File: src/rtl/traffic_pkg.sv
// Shared definitions for the traffic-light phase interface: phase codes,
// 7-segment encodings and the converter state type.
package traffic_pkg;

  localparam logic [1:0] PH_OFF     = 2'd0;
  localparam logic [1:0] PH_LEFT    = 2'd1;
  localparam logic [1:0] PH_FORWARD = 2'd2;
  localparam logic [1:0] PH_RIGHT   = 2'd3;

  localparam logic [6:0] SEG_BLANK   = 7'h7F;
  localparam logic [7:0] DISPLAY_MAX = 8'd99;

  // Active-low {g,f,e,d,c,b,a} patterns for digits 0..9
  localparam logic [6:0] SEG_TABLE [10] = '{
    7'h40, 7'h79, 7'h24, 7'h30, 7'h19, 7'h12, 7'h02, 7'h78, 7'h00, 7'h10
  };

  typedef enum logic [1:0] {
    CV_IDLE   = 2'd0,
    CV_SHIFT  = 2'd1,
    CV_COMMIT = 2'd2
  } conv_state_t;

  function automatic logic [6:0] seg_encode(input logic [3:0] digit);
    if (digit > 4'd9) return SEG_BLANK;
    return SEG_TABLE[digit];
  endfunction

  function automatic logic [7:0] saturate_display(input logic [31:0] value);
    return (value > 32'(DISPLAY_MAX)) ? DISPLAY_MAX : value[7:0];
  endfunction

endpackage

File: src/rtl/traffic_display_driver_bin2bcd.sv
// Serial 8-bit double-dabble converter: one add-3/shift iteration per cycle,
// result registered into tens/units when the iterations are done.
module bin2bcd_seq
  import traffic_pkg::*;
(
  input  logic       clk,
  input  logic       reset,
  input  logic       start,
  input  logic [7:0] bin,
  output logic       busy,
  output logic       done,
  output logic [3:0] tens,
  output logic [3:0] units
);

  conv_state_t state_reg, state_next;
  logic [19:0] sr_reg, sr_next, sr_adj;   // {hundreds, tens, units, binary}
  logic [3:0]  iter_reg, iter_next;
  logic [3:0]  tens_next, units_next;

  assign sr_adj[7:0] = sr_reg[7:0];

  genvar gi;
  generate
    for (gi = 0; gi < 3; gi++) begin : g_adjust
      always_comb begin
        sr_adj[8 + 4*gi +: 4] = sr_reg[8 + 4*gi +: 4];
        if (sr_reg[8 + 4*gi +: 4] >= 4'd5)
          sr_adj[8 + 4*gi +: 4] = sr_reg[8 + 4*gi +: 4] + 4'd3;
      end
    end
  endgenerate

  always_ff @(posedge clk or posedge reset) begin
    if (reset) begin
      state_reg <= CV_IDLE;
      sr_reg    <= '0;
      iter_reg  <= '0;
      tens      <= '0;
      units     <= '0;
    end else begin
      state_reg <= state_next;
      sr_reg    <= sr_next;
      iter_reg  <= iter_next;
      tens      <= tens_next;
      units     <= units_next;
    end
  end

  always_comb begin
    state_next = state_reg;
    sr_next    = sr_reg;
    iter_next  = iter_reg;
    tens_next  = tens;
    units_next = units;
    case (state_reg)
      CV_SHIFT: begin
        // After eight shifts the result is latched as we enter COMMIT, so the
        // new digits are visible for the whole COMMIT cycle.
        if (iter_reg == 4'd8) begin
          state_next = CV_COMMIT;
          tens_next  = sr_reg[15:12];
          units_next = sr_reg[11:8];
        end else begin
          sr_next   = sr_adj << 1;
          iter_next = iter_reg + 4'd1;
        end
      end
      default: begin
        if (start) begin
          state_next = CV_SHIFT;
          sr_next    = {12'd0, bin};
          iter_next  = 4'd0;
        end else begin
          state_next = CV_IDLE;
        end
      end
    endcase
  end

  always_comb begin
    busy = (state_reg != CV_IDLE);
    done = (state_reg == CV_COMMIT);
  end

endmodule

File: src/rtl/traffic_display_driver.sv
// Lamp decode, multiplexed two-digit countdown display and stale-input
// watchdog for the traffic-light phase interface.
module traffic_display_driver
  import traffic_pkg::*;
#(
  parameter int unsigned SCAN_DIV  = 50000,
  parameter int unsigned BLINK_DIV = 25000000,
  parameter int unsigned TIMEOUT   = 100000000,
  parameter int unsigned WARN_SECS = 3
) (
  input  logic        clk,
  input  logic        reset,
  input  logic        tick,
  input  logic [1:0]  phase,
  input  logic [31:0] count,
  output logic        lamp_red,
  output logic        lamp_yellow,
  output logic        lamp_green,
  output logic        lamp_left,
  output logic        lamp_right,
  output logic [6:0]  seg_n,
  output logic [1:0]  dig_n,
  output logic        busy,
  output logic        fault
);

  localparam logic [31:0] SCAN_LAST  = SCAN_DIV - 1;
  localparam logic [31:0] BLINK_LAST = BLINK_DIV - 1;
  localparam logic [31:0] WD_LAST    = TIMEOUT - 1;
  localparam logic [31:0] WARN_LIMIT = WARN_SECS;

  logic [1:0]  cur_phase_reg;
  logic [31:0] cur_count_reg;
  logic [31:0] scan_cnt_reg, blink_cnt_reg, wd_cnt_reg;
  logic        digit_sel_reg;   // 0 = units, 1 = tens
  logic        blink_reg;
  logic        pend_valid_reg;
  logic [7:0]  pend_value_reg;

  logic        conv_busy, conv_done, conv_start;
  logic [7:0]  tick_value, conv_value;
  logic [3:0]  bcd_tens, bcd_units;

  assign tick_value = saturate_display(count);

  // A tick can start the converter when it is idle or finishing; otherwise
  // it parks in the pending slot and is launched straight out of COMMIT.
  assign conv_start = tick ? (!conv_busy || conv_done) : (conv_done && pend_valid_reg);
  assign conv_value = tick ? tick_value : pend_value_reg;

  bin2bcd_seq u_bcd (
    .clk   (clk),
    .reset (reset),
    .start (conv_start),
    .bin   (conv_value),
    .busy  (conv_busy),
    .done  (conv_done),
    .tens  (bcd_tens),
    .units (bcd_units)
  );

  assign busy  = conv_busy;
  assign fault = (wd_cnt_reg == WD_LAST);

  always_ff @(posedge clk or posedge reset) begin
    if (reset) begin
      cur_phase_reg  <= PH_OFF;
      cur_count_reg  <= '0;
      pend_valid_reg <= 1'b0;
      pend_value_reg <= '0;
    end else begin
      if (tick) begin
        cur_phase_reg <= phase;
        cur_count_reg <= count;
      end
      if (tick && conv_busy && !conv_done) begin
        pend_valid_reg <= 1'b1;
        pend_value_reg <= tick_value;
      end else if (conv_start) begin
        pend_valid_reg <= 1'b0;
      end
    end
  end

  always_ff @(posedge clk or posedge reset) begin
    if (reset) begin
      scan_cnt_reg  <= '0;
      digit_sel_reg <= 1'b0;
      blink_cnt_reg <= '0;
      blink_reg     <= 1'b1;
      wd_cnt_reg    <= '0;
    end else begin
      if (scan_cnt_reg == SCAN_LAST) begin
        scan_cnt_reg  <= '0;
        digit_sel_reg <= ~digit_sel_reg;
      end else begin
        scan_cnt_reg <= scan_cnt_reg + 32'd1;
      end
      if (blink_cnt_reg == BLINK_LAST) begin
        blink_cnt_reg <= '0;
        blink_reg     <= ~blink_reg;
      end else begin
        blink_cnt_reg <= blink_cnt_reg + 32'd1;
      end
      if (tick)
        wd_cnt_reg <= '0;
      else if (wd_cnt_reg != WD_LAST)
        wd_cnt_reg <= wd_cnt_reg + 32'd1;
    end
  end

  always_comb begin
    lamp_red    = 1'b0;
    lamp_yellow = 1'b0;
    lamp_green  = 1'b0;
    lamp_left   = 1'b0;
    lamp_right  = 1'b0;
    if (fault) begin
      lamp_yellow = blink_reg;
    end else begin
      case (cur_phase_reg)
        PH_OFF: begin
          lamp_red    = 1'b1;
          lamp_yellow = (cur_count_reg != 32'd0);
        end
        PH_LEFT: begin
          lamp_red  = 1'b1;
          lamp_left = 1'b1;
        end
        PH_FORWARD: begin
          lamp_green = (cur_count_reg <= WARN_LIMIT) ? blink_reg : 1'b1;
        end
        default: begin
          lamp_red   = 1'b1;
          lamp_right = 1'b1;
        end
      endcase
    end
  end

  always_comb begin
    dig_n = digit_sel_reg ? 2'b01 : 2'b10;
    seg_n = seg_encode(digit_sel_reg ? bcd_tens : bcd_units);
    if (fault || (cur_phase_reg == PH_OFF && cur_count_reg == 32'd0) ||
        (digit_sel_reg && bcd_tens == 4'd0))
      seg_n = SEG_BLANK;
  end

endmodule

File: config.mk
export PLATFORM = sky130hd
export DESIGN_NAME = traffic_display_driver
export DESIGN_NICKNAME = d
export VERILOG_FILES = /design/src/rtl/traffic_pkg.sv /design/src/rtl/traffic_display_driver_bin2bcd.sv /design/src/rtl/traffic_display_driver.sv
export SDC_FILE = /design/constraint.sdc
export NUM_CORES = 1
export LEC_CHECK = 0
export CAP_MARGIN = 30
export CORE_MARGIN = 3
export CORE_UTILIZATION = 30
export DETAILED_ROUTE_END_ITERATION = 12
export GPL_TIMING_DRIVEN = 0
export PLACE_DENSITY = 0.53
export SLEW_MARGIN = 20
export SYNTH_ARGS = -nofsm -noshare
export SYNTH_HDL_FRONTEND = slang
export SYNTH_SLANG_ARGS = --single-unit
File: constraint.sdc
create_clock -name clk -period 5.8 [get_ports clk]
set_clock_uncertainty 0.1 [all_clocks]
set_input_delay 0.87 -clock clk [delete_from_list [all_inputs] [get_ports clk]]
set_output_delay 0.87 -clock clk [all_outputs]
set_load 0.01 [all_outputs]
# Word-level counts from Yosys, hierarchy flattened
# Memory sizes are Yosys's and may differ from the RTL's.
# Index checks and enable logic that the tools add are counted.
# totals
inputBits,37
register_bits,175
romBits,112
memories,1
# op_classes
n_bitwise,3
n_addsub,7
n_lt_le_gt_ge,7
eq_ne,11
reduce_logical,21
muxes,40
# memory_table
memory,words,width,rd,rd_clocked_by_memory_dff,wr,line,text
(name not given),16,7,1,0,0,traffic_pkg.sv:26,return SEG_TABLE[digit];
# ops
cell,n
two-way mux 32 bit,4
"adder 32 x 1 -> 32 bit, second input constant",3
two-way mux 20 bit,3
two-way mux 7 bit,5
"== test 32 x 16 -> 1 bit, second input constant",1
"== test 32 x 25 -> 1 bit, second input constant",1
"== test 32 x 27 -> 1 bit, second input constant",1
"> comparator 32 x 7 -> 1 bit, second input constant",1
"less-or-equal comparator 32 x 2 -> 1 bit, second input constant",1
logical NOT 32 bit,1
"inequality test 32 x 27 -> 1 bit, second input constant",1
nonzero test 32 bit,1
two-way mux 4 bit,6
two-way mux 1 bit,16
two-way mux 8 bit,2
"greater-or-equal comparator 4 x 3 -> 1 bit, second input constant",3
"adder 4 x 2 -> 4 bit, second input constant",2
nonzero test 2 bit,4
two-way mux 2 bit,3
"greater-or-equal comparator 5 bit, second input constant",1
logical AND 1 bit,5
inverter 4 -> 5 bit,1
"adder 4 x 1 -> 4 bit, second input constant",1
"== test 2 x 1 -> 1 bit, second input constant",2
14 further kinds,20

# Longest topological paths before layout
# Gate-level depths: netlist of the first run.
# depth
depth_word,7
mapped_depth,8

# Cells and area by module
# From an unflattened synthesis of the first run, not the netlist that was laid out.
# hier_totals
hier_cells,783
area_unflattened_um2,8256.7
# by_module_without_submodules
module,n_inst,cells_per_inst,seq_area_each_um2,area_each_um2
traffic_display_driver,1,658,3529.6,6834.1
bin2bcd_seq,1,125,750.7,1422.6

# Least setup slack after synthesis of the first run
# No wires, ideal clock.
# synth_path
path_type,reg2out
startpoint,reg digit_sel_reg
endpoint,out seg_n[0]
stages_incl_launch_ff,9
required_time_ns,4.830
arrival_ns,1.778
slack_ns,3.052
path_cell_list,dfrtp_1 -> clkbuf_1 -> mux2_2 -> inv_1 -> ha_1 -> nor2_1 -> nor2_1 -> o32a_1 -> nand4_1
# synth_via
elab_chain_cells,7
# synth_rtl
item,line,text
"start, declared",traffic_display_driver.sv:35,logic digit_sel_reg;
"start signal, assigned",traffic_display_driver.sv:95,digit_sel_reg <= ~digit_sel_reg;
two-way mux 4 bit,traffic_display_driver.sv:143,seg_n = seg_encode(digit_sel_reg ? bcd_tens : bcd_units);
inverter 4 -> 5 bit (not written as such),traffic_pkg.sv:26,
memory (16 x 7 bit),-,
two-way mux 7 bit (not written as such) (2 in series),traffic_pkg.sv:26,
two-way mux 7 bit,traffic_pkg.sv:26,
two-way mux 7 bit (*),traffic_display_driver.sv:144,if (fault || (cur_phase_reg == PH_OFF && cur_count_reg == 32'd0) ||
"end, declared",traffic_display_driver.sv:21,"output logic [6:0] seg_n,"
# Mark *: on every way between the ends. The rest lies on a longest branch, timed or not. The select of a mux whose other input is x is not followed.

# Worst setup path in the final report of the first run
# layout_path
startpoint,reg wd_cnt_reg[0]
endpoint,out seg_n[6]
# layout_via
elab_chain_cells,4
# layout_rtl
item,line,text
"start, declared",traffic_display_driver.sv:34,"logic [31:0] scan_cnt_reg, blink_cnt_reg, wd_cnt_reg;"
"start signal, assigned",traffic_display_driver.sv:108,wd_cnt_reg <= wd_cnt_reg + 32'd1;
== test 32 x 27 -> 1 bit,traffic_display_driver.sv:63,assign fault = (wd_cnt_reg == WD_LAST);
logical OR 1 bit (2 in series),traffic_display_driver.sv:144,
two-way mux 7 bit,traffic_display_driver.sv:144,
# Every way passes these cells.

==> impl_metrics.tcl, run 1 <==
set metrics [dict create \
    drive_above_1_share_pct 11.8 \
    slew_headroom_pct 43.1 \
    synthArstFlopShare_pct 100 \
    die_area_um2 30800 \
    grt_max_degree 94 \
    synth_top_area_share_pct 49.4 \
    clk_pin_slew_worst_paths_ns 0.08 \
    fin_cells 1286 \
    ys_types 62 \
    synth_seq_cells 171 \
    synth_largest_area_cell "dfrtp_1" \
    synthTopCellsByArea "dfrtp_1 49%, mux2_2 6.8%, xnor2_1 4.8%" \
    via_count 6530 \
    setup_tns_ns 0 \
    top_level_ports 53 \
    post_cts_buffers 0 \
    die_h_um 175 \
    nets 946 \
    portBuffers 51 \
    report.final.slew_viol_count 0 \
    num_rows 61 \
    grt_pass1_vias 6445 \
    grt_pass1_wl_um 33900 \
    vdd_drop_max_v 0.000202 \
    syn_inst 822 \
    clock_latency_ns 0.43 \
    wl_per_cell_um 15.5 \
    dr.pass1.iters 5 \
    syn_area_um2 8610 \
    p_per_area_nw_per_um2 318 \
    htreeDepth 4 \
    avgSynthCellArea_um2 10.5 \
    synth_most_common_cell "dfrtp_1" \
    crit_fanout 10 \
    start_kind "flop" \
    maxCapViolations 0 \
    first_iter_violations 322 \
    finalCritPeriodShare_pct 68.0 \
    max_freq_mhz 253 \
    crit_chain "ha_1 > nand4_4 > nor3_1 > nand3_1 > clkbuf_1 > nand4_1 > clkdlybuf4s50_1" \
    via_per_inst 5.08 \
    drtAntennaViolNets 0 \
    drc_errors 0 \
    hold_buffers 0 \
    gp_congestion 0.796 \
    leakage_uw 0.00413 \
    utilization_pct 36.6 \
    path_class "flop to primary output" \
    yosysSeqAreaShare_pct 49.7 \
    numClockSinks 171 \
    path_delay_family "simple AND/OR/NAND/NOR gates" \
    cts_buffer_depth 2 \
    synth_common_cells "170 x dfrtp_1, 54 x nor2_1, 52 x mux2_2" \
    antenna_found_initial 0 \
    area_growth_syn_to_layout_pct 18.9 \
    cts_resized 0 \
    hp-class "flop to flop" \
    crit_path_end_kind "primary output" \
    crit_buf_inv 2 \
    die_w_um 175 \
    finalCriticalPeriod_ns 3.95 \
    root_buffer "clkbuf_16" \
    synth_edf_count 0 \
    outcome "completed" \
    slowest_stage "clkdlybuf4s50_1" \
    track_usage_pct 13.4 \
    diodes 0 \
    dominantRegCellSynth "dfrtp_1" \
    cts_buffers 17 \
    finalHoldViolCount 0 \
    crit_required_ns 4.83 \
    arrival_ns 2.98 \
    rsz0062_at_grt "no" \
    fill_cells 2836 \
    coreArea_um2 28000 \
    dp_cells 1253 \
    yosysWarnings 0 \
    slowest_delay_ns 0.56 \
    syn-num-nets 873 \
    setup_violations 0 \
    cts_tree "built" \
    worstMarginPinSlew_ns 0.843 \
    routed_wl_um 19900 \
    grt_overflow 0 \
    start_util_pct 30.8 \
    place_hpwl_um 14400 \
]
[logic make-up (layout without fill, tap and decap cells)]
family | count (synthesis) | in the layout | synth area share [%]
muxes | 61 | 61 | 7.87
xor gates and xnor gates | 61 | 61 | 6.20
buffers and inverters | 60 | 146 | 2.89
and+or+nand+nor | 347 | 347 | 23.2
AOI/OAI and AO/OA | 108 | 108 | 8.15
adders and majority gates | 14 | 14 | 2.03
DFF | 171 | 171 | 49.7
[per-layer routing]
layer | share of wire, % | vias to the layer above | track usage (%) | routed length (µm)
li1 | - | 3193 | - | -
met1 | 51 | 3245 | 19.5 | 10100
met2 | 45 | 73 | 20.5 | 9030
met3 | 3.0 | 19 | 2.57 | 605
met4 | 1.2 | 0 | 3.63 | 235
met5 | 0 | - | 0 | 0
[area by class of cell]
type / count / area (µm²) / area share, %
plain buffers: 29 / 133 / 1.30
clock buffers: 20 / 457 / 4.46
clock inverters: 12 / 139 / 1.36
inverters: 31 / 124 / 1.21
multi-input cells: 591 / 4090 / 39.9
flip-flops and latches: 171 / 4280 / 41.8
well taps: 378 / 473 / 4.62
repair buffers: 54 / 551 / 5.38
[worst reg2reg max path, stage by stage, from the launching register on]
cell	delay, ns
dfrtp_1	0.42
ha_1	0.31
nand4_4	0.18
or4_4	0.63
nor4_1	0.32
mux2_1	0.35
[metrics by stage]
step	hold WS, ns	instance area, µm²	power [µW]	setup slack [ns]
after floorplan	0.344	8610	1880	0.200
after global placement	0.365	9600	2120	-2.52
after detailed placement	0.367	9640	2130	2.31
after CTS	0.381	10200	3300	1.83
after global routing	0.411	10200	3450	1.64
final	0.374	10200	3260	1.85
[power breakdown]
part	internal, µW	leakage, µW	switching, µW
logic	341	0.00162	355
registers	1320	0.00222	92.1
clock network	663	0.000285	489
total	2320	0.00413	936
[cell usage in the layout (no fill, tap or decap), drive strengths merged, types with 18 or more instances in the layout]
cell type,n
dfrtp,170
a21oi,32
mux2,54
nand2,42
clkbuf,39
nand4,47
nand3,45
xnor2,47
o21ai,24
inv,34
nor4,39
nor2,54
clkdlybuf4s50,51
and4,18
[final timing paths]
path	startpoint	end	slack (ns)	cells past startpoint
max	wd_cnt_reg[0]	seg_n[6]	1.85	7
min	scan_cnt_reg[31]	scan_cnt_reg[31]	0.37	1
max reg2reg	wd_cnt_reg[0]	wd_cnt_reg[30]	3.37	5
min reg2reg	scan_cnt_reg[31]	scan_cnt_reg[31]	0.37	1
max in group asynchronous	reset	wd_cnt_reg[17]	3.91	3
min in group asynchronous	reset	cur_count_reg[26]	0.87	2
No activity file was read; power rests on OpenSTA's default activity.
==> run 2, diff against run 1 <==
--- a/config.mk
+++ b/config.mk
@@ -10,7 +10,7 @@
 export CORE_UTILIZATION = 30
 export DETAILED_ROUTE_END_ITERATION = 12
 export GPL_TIMING_DRIVEN = 0
-export PLACE_DENSITY = 0.53
+export PLACE_DENSITY = 0.51
 export SLEW_MARGIN = 20
 export SYNTH_ARGS = -nofsm -noshare
 export SYNTH_HDL_FRONTEND = slang
==> constraint.sdc (replaced) <==
create_clock -name clk -period 3.7 [get_ports clk]
set_clock_uncertainty 0.1 [all_clocks]
set_input_delay 0.555 -clock clk [delete_from_list [all_inputs] [get_ports clk]]
set_output_delay 0.555 -clock clk [all_outputs]
set_load 0.01 [all_outputs]
==> impl_metrics.tcl, run 2 (synthesis results as in run 1) <==
set metrics [dict create \
    timing.rr.end "blink_cnt_reg[6]" \
    grt_overflow 0 \
    clock_latency_ns 0.43 \
    arrival_ns 2.82 \
    nets 949 \
    coreArea_um2 28000 \
    routed_wl_um 20400 \
    maxCapViolations 0 \
    grt_use_met3_pct 2.31 \
    cts_tree "built" \
    drc_errors 0 \
    finalHoldViolCount 0 \
    wl_per_cell_um 15.9 \
    hp-class "flop to flop" \
    clk_pin_slew_worst_paths_ns 0.07 \
    worstMarginPinSlew_ns 0.900 \
    crit_buf_inv 2 \
    utilization_pct 36.9 \
    path_class "flop to primary output" \
    first_iter_violations 361 \
    slowest_stage "clkdlybuf4s50_1" \
    use_met1_pct 20.4 \
    leakage_uw 0.00418 \
    worstSetupPathDepth 6 \
    start_kind "flop" \
    root_buffer "clkbuf_16" \
    num_rows 61 \
    gp_congestion 0.800 \
    numClockSinks 171 \
    post_cts_buffers 0 \
    crit_chain "nor4bb_1 > and4_1 > nand3_1 > clkbuf_2 > nand4_1 > clkdlybuf4s50_1" \
    grt_pass1_vias 6593 \
    via_count 6541 \
    dp_slack_ns 0.491 \
    final_common_cell "dfrtp_1" \
    dr.pass1.iters 4 \
    final_area_um2 10300 \
    grt_pass1_wl_um 35200 \
    outcome "completed" \
    globalRoute.busiestLayer "met2" \
    die_area_um2 30800 \
    crit_required_ns 3.04 \
    place_hpwl_um 14700 \
    hold_buffers 0 \
    cts_buffers 17 \
    fin_ws_ns 0.227 \
    finalCritPeriodShare_pct 93.9 \
    die_w_um 175 \
    area_growth_syn_to_layout_pct 20.0 \
    mostFrequentLayoutCells "170 x dfrtp_1, 54 x nor2_1, 52 x mux2_2" \
    crit_fanout 10 \
    holdWs_ns 0.373 \
    met2_usage_pct 21.3 \
    antenna_found_initial 0 \
    portBuffers 51 \
    setup_violations 0 \
    p_per_area_nw_per_um2 494 \
    finalCriticalPeriod_ns 3.47 \
    crit_path_end_kind "primary output" \
    cts_buffer_depth 2 \
    reg2reg_from "blink_cnt_reg[0]" \
    rsz0062_at_grt "no" \
    cp-endpoint "seg_n[4]" \
    diodes 0 \
    drtAntennaViolNets 0 \
    htreeDepth 4 \
    start_util_pct 30.8 \
    r2r_cells 6 \
    path_delay_family "simple AND/OR/NAND/NOR gates" \
    setup.worst_path.start "wd_cnt_reg[12]" \
    slew_headroom_pct 39.5 \
    top_level_ports 53 \
    place_area_um2 9740 \
    track_usage_pct 13.9 \
    via_per_inst 5.07 \
    vdd_drop_max_v 0.000368 \
    drive_above_1_share_pct 12.8 \
    die_h_um 175 \
    max_freq_mhz 288 \
    reg2reg_slack_ns 1.22 \
    grt_max_degree 30 \
    report.final.slew_viol_count 0 \
    slowest_delay_ns 0.55 \
]
run 2: what timing repair did:
item                       in CTS  in global routing
setup endpoints to repair       0                  9
hold endpoints to repair        0                  0
gates resized for setup         0                  6
run 2: layout make-up:
cell class | count | area, µm²
fill | 2817 | 17700
clock inverter | 15 | 151
inverter | 31 | 120
multi-input combinational | 591 | 4110
buffer | 28 | 130
clock buffer | 17 | 425
sequential | 171 | 4280
tap | 378 | 473
timing repair buffer | 58 | 653
run 2: worst reg2reg max path: stages, from the launching register on:
cell and delay, ns:
dfrtp_1 0.41, ha_1 0.22, and3_1 0.23, nand3_1 0.16, nor4_2 0.78, buf_2 0.39
nor2_1 0.08
run 2: routing by layer:
| metal | share of wire, % | vias to the layer above |
|---|---|---|
| li1 | - | 3203 |
| met1 | 51 | 3258 |
| met2 | 45 | 65 |
| met3 | 2.6 | 15 |
| met4 | 0.92 | 0 |
| met5 | 0 | - |
run 2: report_power, final:
part | internal [µW] | total (µW) | switching [µW]
clock | 955 | 1790 | 831
sequential | 2060 | 2210 | 143
combinational | 548 | 1120 | 567
run 2: worst min path at each step:
stage,from,endpoint,cells after the start
after detailed placement,pend_value_reg[7],pend_value_reg[7],1
after global placement,scan_cnt_reg[31],scan_cnt_reg[31],1
after CTS,blink_cnt_reg[31],blink_cnt_reg[31],1
final,blink_cnt_reg[31],blink_cnt_reg[31],1
after global routing,pend_value_reg[7],pend_value_reg[7],1
after floorplan,pend_value_reg[7],pend_value_reg[7],1
run 2: per-stage QoR:
step,setup TNS (ns),instances,total power (µW)
final,0,1289,5110
after global routing,0,1289,5410
after CTS,0,1290,5180
after detailed placement,0,1258,3370
after global placement,-128.42,1251,3340
after floorplan,0,822,2950
==> run 3, diff against run 2 <==
--- a/config.mk
+++ b/config.mk
@@ -5,6 +5,7 @@
 export SDC_FILE = /design/constraint.sdc
 export NUM_CORES = 1
 export LEC_CHECK = 0
+export ABC_CLOCK_PERIOD_IN_PS = 3700
 export CAP_MARGIN = 30
 export CORE_MARGIN = 3
 export CORE_UTILIZATION = 30
==> results of run 3 <==
Final layout, timing and power as in run 2 (identical DEF).
